$ cat config.mk
export PLATFORM = sky130hd
export DESIGN_NAME = ex_div_ctrl
export DESIGN_NICKNAME = d
export VERILOG_FILES = /design/src/rtl/ex_div_ctrl_pkg.sv /design/src/rtl/ex_div_ctrl_div_core_step.sv /design/src/rtl/ex_div_ctrl.sv
export SDC_FILE = /design/constraint.sdc
export NUM_CORES = 1
export LEC_CHECK = 0
export CORE_MARGIN = 4
export CORE_UTILIZATION = 59
export CTS_BUF_LIST = sky130_fd_sc_hd__clkbuf_8 sky130_fd_sc_hd__clkbuf_16
export CTS_CLUSTER_DIAMETER = 150
export DETAILED_ROUTE_END_ITERATION = 10
export PLACE_DENSITY = 0.79
export SYNTH_ARGS = -nofsm -noshare
export SYNTH_HDL_FRONTEND = slang
export SYNTH_SLANG_ARGS = --single-unit
$ cat constraint.sdc
create_clock -name clk -period 5.7 [get_ports clk]
set_input_delay 1.71 -clock clk [delete_from_list [all_inputs] [get_ports clk]]
set_output_delay 1.71 -clock clk [all_outputs]
set_load 0.1 [all_outputs]
$ cat src/rtl/ex_div_ctrl_pkg.sv
// ex_div_ctrl_pkg
//   Shared definitions for the RV32M divide sequencer.
//   - funct3/funct7 codes of the divide group (DIV, DIVU, REM, REMU)
//   - op encodings as seen on op_i (funct3[1:0])
//   - 2-bit FSM state encodings
//   - writeback enable levels and the hard-wired zero register address
package ex_div_ctrl_pkg;

  localparam logic [2:0] FUNCT3_DIV  = 3'b100;
  localparam logic [2:0] FUNCT3_DIVU = 3'b101;
  localparam logic [2:0] FUNCT3_REM  = 3'b110;
  localparam logic [2:0] FUNCT3_REMU = 3'b111;

  localparam logic [6:0] FUNCT7_MULDIV = 7'b0000001;

  localparam logic [1:0] OP_DIV  = 2'b00;
  localparam logic [1:0] OP_DIVU = 2'b01;
  localparam logic [1:0] OP_REM  = 2'b10;
  localparam logic [1:0] OP_REMU = 2'b11;

  localparam logic WRITE_ENABLE  = 1'b1;
  localparam logic WRITE_DISABLE = 1'b0;

  localparam logic [4:0] ZERO_REG = 5'd0;

  typedef enum logic [1:0] {
    ST_IDLE = 2'b00,
    ST_CALC = 2'b01,
    ST_FIX  = 2'b10,
    ST_DONE = 2'b11
  } div_state_e;

  // op[0] clear means the signed flavour (DIV, REM)
  function automatic logic op_is_signed(input logic [1:0] op);
    return ~op[0];
  endfunction

endpackage

$ cat src/rtl/ex_div_ctrl_div_core_step.sv
// div_core_step
//   One combinational step of a radix-2 restoring division.
//   Ports:
//     rem_i          partial remainder from the previous step
//     dividend_bit_i next dividend bit to shift in (MSB first)
//     divisor_i      divisor magnitude
//     rem_o          partial remainder after this step
//     q_bit_o        quotient bit produced by this step
module div_core_step #(
  parameter int DATA_WIDTH = 32
) (
  input  logic [DATA_WIDTH-1:0] rem_i,
  input  logic                  dividend_bit_i,
  input  logic [DATA_WIDTH-1:0] divisor_i,
  output logic [DATA_WIDTH-1:0] rem_o,
  output logic                  q_bit_o
);

  logic [DATA_WIDTH:0] shifted;
  logic [DATA_WIDTH:0] diff;

  // The shifted remainder keeps one extra bit so a remainder with its MSB set
  // (possible for large unsigned divisors) is not lost; the borrow out of the
  // DW+1-bit subtract doubles as the compare result.
  always_comb begin
    shifted = {rem_i, dividend_bit_i};
    diff    = shifted - {1'b0, divisor_i};
    q_bit_o = ~diff[DATA_WIDTH];
    rem_o   = q_bit_o ? diff[DATA_WIDTH-1:0] : shifted[DATA_WIDTH-1:0];
  end

endmodule

$ cat src/rtl/ex_div_ctrl.sv
// ex_div_ctrl
//   Multi-cycle sequencer for DIV/DIVU/REM/REMU in EX. Stalls the pipeline
//   while a restoring division runs, then issues a one-cycle writeback.
//   Ports:
//     clk, rst_n     clock, asynchronous active-low reset
//     start_i        request pulse, sampled only in IDLE
//     op_i           funct3[1:0]: 00 DIV, 01 DIVU, 10 REM, 11 REMU
//     dividend_i     rs1 value
//     divisor_i      rs2 value
//     reg_waddr_i    destination rd
//     flush_i        cancels any operation in flight
//     busy_o         stall request, high in CALC and FIX
//     ready_o        one-cycle result-valid pulse
//     result_o       quotient or remainder, zero when not ready
//     reg_we_o       register write enable, mirrors ready_o
//     reg_waddr_o    latched rd while ready_o, else 0
module ex_div_ctrl
  import ex_div_ctrl_pkg::*;
#(
  parameter int DATA_WIDTH  = 32,
  parameter int RADDR_WIDTH = 5
) (
  input  logic                   clk,
  input  logic                   rst_n,
  input  logic                   start_i,
  input  logic [1:0]             op_i,
  input  logic [DATA_WIDTH-1:0]  dividend_i,
  input  logic [DATA_WIDTH-1:0]  divisor_i,
  input  logic [RADDR_WIDTH-1:0] reg_waddr_i,
  input  logic                   flush_i,
  output logic                   busy_o,
  output logic                   ready_o,
  output logic [DATA_WIDTH-1:0]  result_o,
  output logic                   reg_we_o,
  output logic [RADDR_WIDTH-1:0] reg_waddr_o
);

  localparam int                    CW         = $clog2(DATA_WIDTH);
  localparam logic [CW-1:0]         LAST_COUNT = CW'(DATA_WIDTH - 1);
  localparam logic [DATA_WIDTH-1:0] MIN_NEG    = {1'b1, {(DATA_WIDTH-1){1'b0}}};

  div_state_e state_q, state_d;

  logic [DATA_WIDTH-1:0]  dividend_q, divisor_q, quot_q, rem_q, result_q;
  logic [CW-1:0]          count_q;
  logic [1:0]             op_q;
  logic [RADDR_WIDTH-1:0] rd_q;
  logic                   signs_differ_q, dividend_neg_q;

  logic                  in_signed, div_by_zero, overflow;
  logic [DATA_WIDTH-1:0] dividend_abs, divisor_abs;
  logic [CW-1:0]         bit_idx;
  logic [DATA_WIDTH-1:0] rem_step;
  logic                  q_bit;
  logic [DATA_WIDTH-1:0] quot_fix, rem_fix;

  // Request decode: operand magnitudes and the two cases that bypass the
  // iterative loop. Overflow is only meaningful for the signed ops.
  always_comb begin
    in_signed    = op_is_signed(op_i);
    dividend_abs = (in_signed && dividend_i[DATA_WIDTH-1]) ? (~dividend_i + 1'b1) : dividend_i;
    divisor_abs  = (in_signed && divisor_i[DATA_WIDTH-1])  ? (~divisor_i + 1'b1)  : divisor_i;
    div_by_zero  = (divisor_i == '0);
    overflow     = in_signed && (dividend_i == MIN_NEG) && (divisor_i == '1);
  end

  // Dividend bits are consumed MSB first as the step counter advances.
  assign bit_idx = LAST_COUNT - count_q;

  div_core_step #(
    .DATA_WIDTH (DATA_WIDTH)
  ) u_step (
    .rem_i          (rem_q),
    .dividend_bit_i (dividend_q[bit_idx]),
    .divisor_i      (divisor_q),
    .rem_o          (rem_step),
    .q_bit_o        (q_bit)
  );

  // Sign restoration: quotient is negative when operand signs differ, the
  // remainder follows the dividend. Unsigned ops pass through untouched.
  always_comb begin
    quot_fix = (op_is_signed(op_q) && signs_differ_q) ? (~quot_q + 1'b1) : quot_q;
    rem_fix  = (op_is_signed(op_q) && dividend_neg_q) ? (~rem_q + 1'b1)  : rem_q;
  end

  // State register.
  always_ff @(posedge clk or negedge rst_n) begin
    if (!rst_n) begin
      state_q <= ST_IDLE;
    end else begin
      state_q <= state_d;
    end
  end

  // Next-state and output decode. Outputs depend only on state (and on
  // flush_i in DONE, which must kill the writeback in that same cycle).
  always_comb begin
    state_d     = state_q;
    busy_o      = 1'b0;
    ready_o     = 1'b0;
    reg_we_o    = WRITE_DISABLE;
    result_o    = '0;
    reg_waddr_o = '0;
    case (state_q)
      ST_IDLE: begin
        if (!flush_i && start_i) begin
          state_d = (div_by_zero || overflow) ? ST_DONE : ST_CALC;
        end
      end
      ST_CALC: begin
        busy_o = 1'b1;
        if (flush_i) begin
          state_d = ST_IDLE;
        end else if (count_q == LAST_COUNT) begin
          state_d = ST_FIX;
        end
      end
      ST_FIX: begin
        busy_o  = 1'b1;
        state_d = flush_i ? ST_IDLE : ST_DONE;
      end
      ST_DONE: begin
        state_d = ST_IDLE;
        if (!flush_i) begin
          ready_o     = 1'b1;
          reg_we_o    = WRITE_ENABLE;
          result_o    = result_q;
          reg_waddr_o = rd_q;
        end
      end
      default: state_d = ST_IDLE;
    endcase
  end

  // Datapath registers. Special cases write their final result straight
  // into result_q at start; the normal path fills it during FIX.
  always_ff @(posedge clk or negedge rst_n) begin
    if (!rst_n) begin
      dividend_q     <= '0;
      divisor_q      <= '0;
      quot_q         <= '0;
      rem_q          <= '0;
      result_q       <= '0;
      count_q        <= '0;
      op_q           <= '0;
      rd_q           <= '0;
      signs_differ_q <= 1'b0;
      dividend_neg_q <= 1'b0;
    end else begin
      case (state_q)
        ST_IDLE: begin
          if (start_i && !flush_i) begin
            op_q           <= op_i;
            rd_q           <= reg_waddr_i;
            dividend_q     <= dividend_abs;
            divisor_q      <= divisor_abs;
            signs_differ_q <= dividend_i[DATA_WIDTH-1] ^ divisor_i[DATA_WIDTH-1];
            dividend_neg_q <= dividend_i[DATA_WIDTH-1];
            quot_q         <= '0;
            rem_q          <= '0;
            count_q        <= '0;
            if (div_by_zero) begin
              result_q <= op_i[1] ? dividend_i : '1;
            end else if (overflow) begin
              result_q <= op_i[1] ? '0 : MIN_NEG;
            end
          end
        end
        ST_CALC: begin
          rem_q   <= rem_step;
          quot_q  <= {quot_q[DATA_WIDTH-2:0], q_bit};
          count_q <= count_q + 1'b1;
        end
        ST_FIX: begin
          result_q <= op_q[1] ? rem_fix : quot_fix;
        end
        default: ;
      endcase
    end
  end

endmodule

Yosys cells after proc, flatten, opt, wreduce, memory -nomap -nowiden:

Index checks and enable logic that the tools add are counted.
Widths: inputs -> output; s select.

* $lt $le $gt $ge: 1
* muxes and demuxes: 32
* $add $sub $neg: 7
* reductions and logical operators: 18
* equality and inequality tests: 9
* bitwise logic cells: 8

Operators by type and width (count)
* $mux 32: 14
* $pmux 32 s2: 3
* $add 32x1->32 const B: 4
* $not 32->32: 4
* $eq 32x32->1 const B: 2
* $sub 33x32->33: 1
* $logic_not 32->1: 1
* $mux 5: 3
* $mux 2: 5
* $pmux 5 s2: 1
* $pmux 2 s4: 1
* $logic_and 1x1->1: 7
* $lt 5x6->1 const B: 1
* $ne 3x3->1 const B: 2
* $reduce_and 2->1: 3
* $add 5x1->5 const B: 1
* $bmux 1 s5: 1
* $eq 5x5->1 const B: 1
* $sub 5x5->5 const A: 1
* $eq 2x2->1 const B: 2
* $mux 1: 4
* $reduce_bool 2->1: 2
* $not 1->1: 3
* $reduce_and 3->1: 1
* other kinds (7): 7

* logic and storage cells: 86
* output and inout port bits: 40
* input port bits: 75
* flip-flop bits (word level): 176

Depth between registers and ports, before layout:

* depth after elaboration: 7
* gate-level depth with buffers: 17
* gate-level depth less buffers: 15

By module:

A second synthesis with hierarchy kept.

* cells, all modules: 1496
* area total of the unflattened synthesis: 13071.3 um2

Modules (own cells, without submodules)
* ex_div_ctrl: sequential area each 4404.2 um2, area each 10815.4 um2, cells an instance 1185, times used 1
* div_core_step: sequential area each 0.0 um2, area each 2255.9 um2, cells an instance 311, times used 1

Least setup slack after synthesis:

No wires, ideal clock.

* path type: input to output
* start point: input port flush_i
* end point: output port result_o[22]
* buffers on the path: 1
* data arrival time: 3.708 ns
* slack: 0.282 ns
* required time: 3.990 ns
* stages on the path: 3
* cells stage by stage: nor2b_1 > clkbuf_1 > and2_1

* cells in the longest elaborated chain, start to end: 2

Ends and longest elaborated chain
* start, declared: line ex_div_ctrl.sv:30 `input logic flush_i,`
* $mux 32: line ex_div_ctrl.sv:125 `if (!flush_i) begin`
* $mux 32: line ex_div_ctrl.sv:105 `case (state_q)`
* end, declared: line ex_div_ctrl.sv:33 `output logic [DATA_WIDTH-1:0] result_o,`

Every way passes these cells.

Worst setup path after layout:

* start point: register count_q[0]
* end point: register rem_q[3]

* cells in the longest elaborated chain, start to end: 6

Ends and longest elaborated chain
* start, declared: line ex_div_ctrl.sv:45 `logic [CW-1:0] count_q;`
* start signal, assigned: line ex_div_ctrl.sv:173 `count_q <= count_q + 1'b1;`
* $sub 5x5->5: line ex_div_ctrl.sv:68 `assign bit_idx = LAST_COUNT - count_q;`
* $bmux 1 s5: line ex_div_ctrl.sv:74 `.dividend_bit_i (dividend_q[bit_idx]),`
* $mux 1 (implied by the code): line ex_div_ctrl.sv:74
* $sub 33x32->33: line ex_div_ctrl_div_core_step.sv:27 `diff = shifted - {1'b0, divisor_i};`
* $mux 32: line ex_div_ctrl_div_core_step.sv:29 `rem_o = q_bit_o ? diff[DATA_WIDTH-1:0] : shifted[DATA_WIDTH-1:0];`
* $pmux 32 s2: line ex_div_ctrl.sv:151 `case (state_q)`
* end signal, assigned: line ex_div_ctrl.sv:171 `rem_q <= rem_step;`
* end, declared: line ex_div_ctrl.sv:44 `logic [DATA_WIDTH-1:0] dividend_q, divisor_q, quot_q, rem_q, result_q;`

Every way passes these cells. The select of a mux whose other input is x is not followed.
A chain may end at the register's enable or synchronous reset.

==> flow_metrics.tcl <==
set metrics [dict create \
    outcome "complete, no violations" \
    setup_tns_ps 0 \
    power_density_nw_per_um2 616 \
    start_util_pct 60.4 \
    ff2ff_path_depth 17 \
    synth-seq-cells 176 \
    die_h_microns 153 \
    period_minus_slack_ps 5200 \
    worstSetupPathType "flip-flop to flip-flop" \
    synthMuxAreaShare_pct 2.23 \
    final_nets 1684 \
    reg2reg_slack_ps 500 \
    worst_slew_pin_slew_ps 1090 \
    cts.clk_slew.worst_paths_ps 70 \
    p_seq_share_pct 25.5 \
    startpoint_type "flip-flop" \
    fp-row-count 52 \
    cts_setup_buffers 0 \
    cts_resized 0 \
    synth_simple_gate_area_share_pct 18.7 \
    numCtsBuffers 17 \
    synthAdderAreaFrac_pct 4.62 \
    hold_depth 2 \
    max_freq_mhz 192 \
    die_x_microns 153 \
    async_flop_share_pct 100 \
    ys.flop_type "dfrtp_1" \
    vias 11600 \
    synth_area_leaders "dfrtp_1 (36%), o21ai_0 (7.0%), nand2_1 (5.9%)" \
    regArea_sq_um 4400 \
    synth_seq_area_share_pct 35.7 \
    netlist_area_sq_um 12300 \
    yosys.area.top_type_share_pct 35.7 \
    drive_gt1_share_pct 7.61 \
    dieArea_sq_um 23300 \
    cp_data_arrival_time_ps 5450 \
    drtIter0Drc 1170 \
    grt_usage_pct 30.6 \
    finalHoldViolCount 0 \
    fin_crit_sh_pct 91.2 \
    cts_sinks 176 \
    power.internal_w 0.00453 \
    clk_path_buf_depth 2 \
    clock_latency_ps 440 \
    area_growth_pct 18.3 \
    synth_cell_type_count 69 \
    p_leak_nw 6.31 \
    cts_tree "built" \
    first_pass_iters 6 \
    syn_nets 1611 \
    antenna_found_initial 0 \
    core_area_sq_um 20400 \
    synth_xor_xnor_area_share_pct 10.1 \
    overflow 0 \
    timing.hold.ws_ps 472 \
    required_ps 5950 \
    yosysTopAreaCell "dfrtp_1" \
    drv_slew 0 \
    holdBufCountCts 0 \
    routed_wl_mm 36.2 \
    drc 0 \
    ys_warn_count 0 \
    synth_compound_area_share_pct 23.9 \
    final_core_util_pct 71.4 \
    placed_cells_incl_taps 1815 \
    end_kind "flip-flop" \
    via_per_inst 6.26 \
    port_buffers 114 \
    hold_path.class "flip-flop to flip-flop" \
    avgRoutedWirePerCell_microns 19.6 \
    hpwlAfterDp_mm 27.1 \
    grt_pass1_wl_mm 58.0 \
    avgSynthCellArea_sq_um 8.27 \
    finalClockSkew_ps 12.0 \
    io_pins 115 \
    final_antenna_net_count 0 \
    p_sw_w 0.00447 \
    postSynthCellCount 1491 \
    place_congestion 0.986 \
    path_max_fanout 41 \
    grt_pass1_vias 11000 \
    slew_headroom_pct 27.5 \
    htreeDepth 4 \
    multi_input_area_sq_um 7400 \
    diodes 0 \
    rsz0062_at_grt "false" \
    synth-edff-count 0 \
    cts_root_buf "clkbuf_16" \
    drv_cap 0 \
    grt_max_degree 117 \
    finalSetupViolations 0 \
    fillerInstances 1591 \
    p_comb_share_pct 61.2 \
    final_cells 1847 \
    synth_top_family_by_area "compound AO/OA/AOI/OAI gates" \
    ir_worst_vdd_v 0.000376 \
    power_frac_clock_pct 13.3 \
    swShare_pct 49.6 \
]
-- flip-flops by register name, indices dropped and copies added (netlist names) --
signal          cells
rem_q              32
op_q                2
count_q             5
signs_differ_q      1
result_q           32
state_q             2
divisor_q          32
dividend_neg_q      1
rd_q                5
quot_q             32
dividend_q         32
-- power groups by stage --
stage	logic [W]	registers, W	clock network (W)
6_report	0.00550	0.00230	0.00120
5_1_grt	0.00604	0.00236	0.00126
3_3_place_gp	0.00525	0.00227	0
2_1_floorplan	0.00415	0.00207	0
4_1_cts	0.00543	0.00228	0.00120
3_5_place_dp	0.00539	0.00230	0
-- critical path, stage by stage, from the launching register on --
cell and delay, ps:
dfrtp_1 580, buf_4 230, mux4_2 510, mux4_2 480, mux2i_1 240, ha_1 210, inv_1 50, fa_1 420
a211oi_1 430, nor4_1 120, a211oi_2 310, o31ai_1 220, a21oi_2 340, xor2_4 260, buf_12 230, nor2_1 70
a21oi_1 150, o21ai_0 140
-- placed cells by master, fill, tap and decap left out, types with 11 or more instances in the layout --
| master | count |
|---|---|
| nor3_1 | 25 |
| nor2_1 | 113 |
| dfrtp_1 | 176 |
| buf_4 | 20 |
| xnor2_1 | 76 |
| o22ai_1 | 14 |
| nand2_1 | 194 |
| nor2b_1 | 11 |
| nand2b_1 | 11 |
| nand4_1 | 11 |
| a21oi_1 | 131 |
| buf_12 | 36 |
| a22o_1 | 46 |
| o41ai_1 | 11 |
| clkbuf_16 | 17 |
| nor4_1 | 13 |
| or4_1 | 12 |
| o31ai_1 | 15 |
| o21ai_0 | 173 |
| o211ai_1 | 11 |
| ha_1 | 44 |
| and3_1 | 11 |
| xor2_1 | 65 |
| clkdlybuf4s50_1 | 74 |
| nand3_1 | 16 |
| and2_1 | 40 |
| a31oi_1 | 18 |
| inv_1 | 65 |
-- routing by layer --
metal  GRT usage, %  part of all wire (%)  vias up
met1           41.4                    42     5471
met4           12.9                   4.5        0
li1               -                     -     5441
met5              0                     0        -
met2           49.1                    46      549
met3           5.03                   7.5       93
-- per-stage QoR --
step	worst slack (ps)	instance area [sq um]	power, W
after floorplan	282	12300	0.00622
after global placement	545	14000	0.00752
after global routing	150	14600	0.00966
after CTS	342	14600	0.00891
final	502	14600	0.00900
after detailed placement	489	14000	0.00769
-- cells by family (layout without fill, tap and decap cells) --
group                      after synthesis  after routing
AOI/OAI and AO/OA                      482            482
DFF                                    176            176
adders and majority gates               45             45
buffers and inverters                  142            228
xor gates and xnor gates               142            142
muxes                                   15             15
and+or+nand+nor                        489            489
-- cell usage after synthesis (14+ instances only) --
cell and number:
a21oi_1 132, ha_1 44, o31ai_1 15, nand2_1 195, xor2_1 66, nor2_1 113
clkbuf_1 55, nor3_1 25, o22ai_1 14, and2_1 40, nand3_1 16, inv_1 65
a22o_1 46, a31oi_1 18, o21ai_0 173, dfrtp_1 176, xnor2_1 76
-- path summary, 6_finish.rpt --
path / startpoint / end
setup / recovery: count_q[0] / rem_q[3]
min in group asynchronous: rst_n / dividend_q[6]
setup reg to reg: count_q[0] / rem_q[3]
hold reg to reg: rd_q[3] / rd_q[3]
max in group asynchronous: rst_n / result_q[15]
hold / removal: rd_q[3] / rd_q[3]
-- final cells by class --
| cell class | instances | area share [%] |
|---|---|---|
| inverter | 65 | 1.67 |
| timing repair buffer | 131 | 11.1 |
| tap | 270 | 2.31 |
| clock buffer | 17 | 2.91 |
| clock inverter | 15 | 1.13 |
| multi-input combinational | 1173 | 50.7 |
| sequential | 176 | 30.2 |
Power figures use the tool's default switching activity.
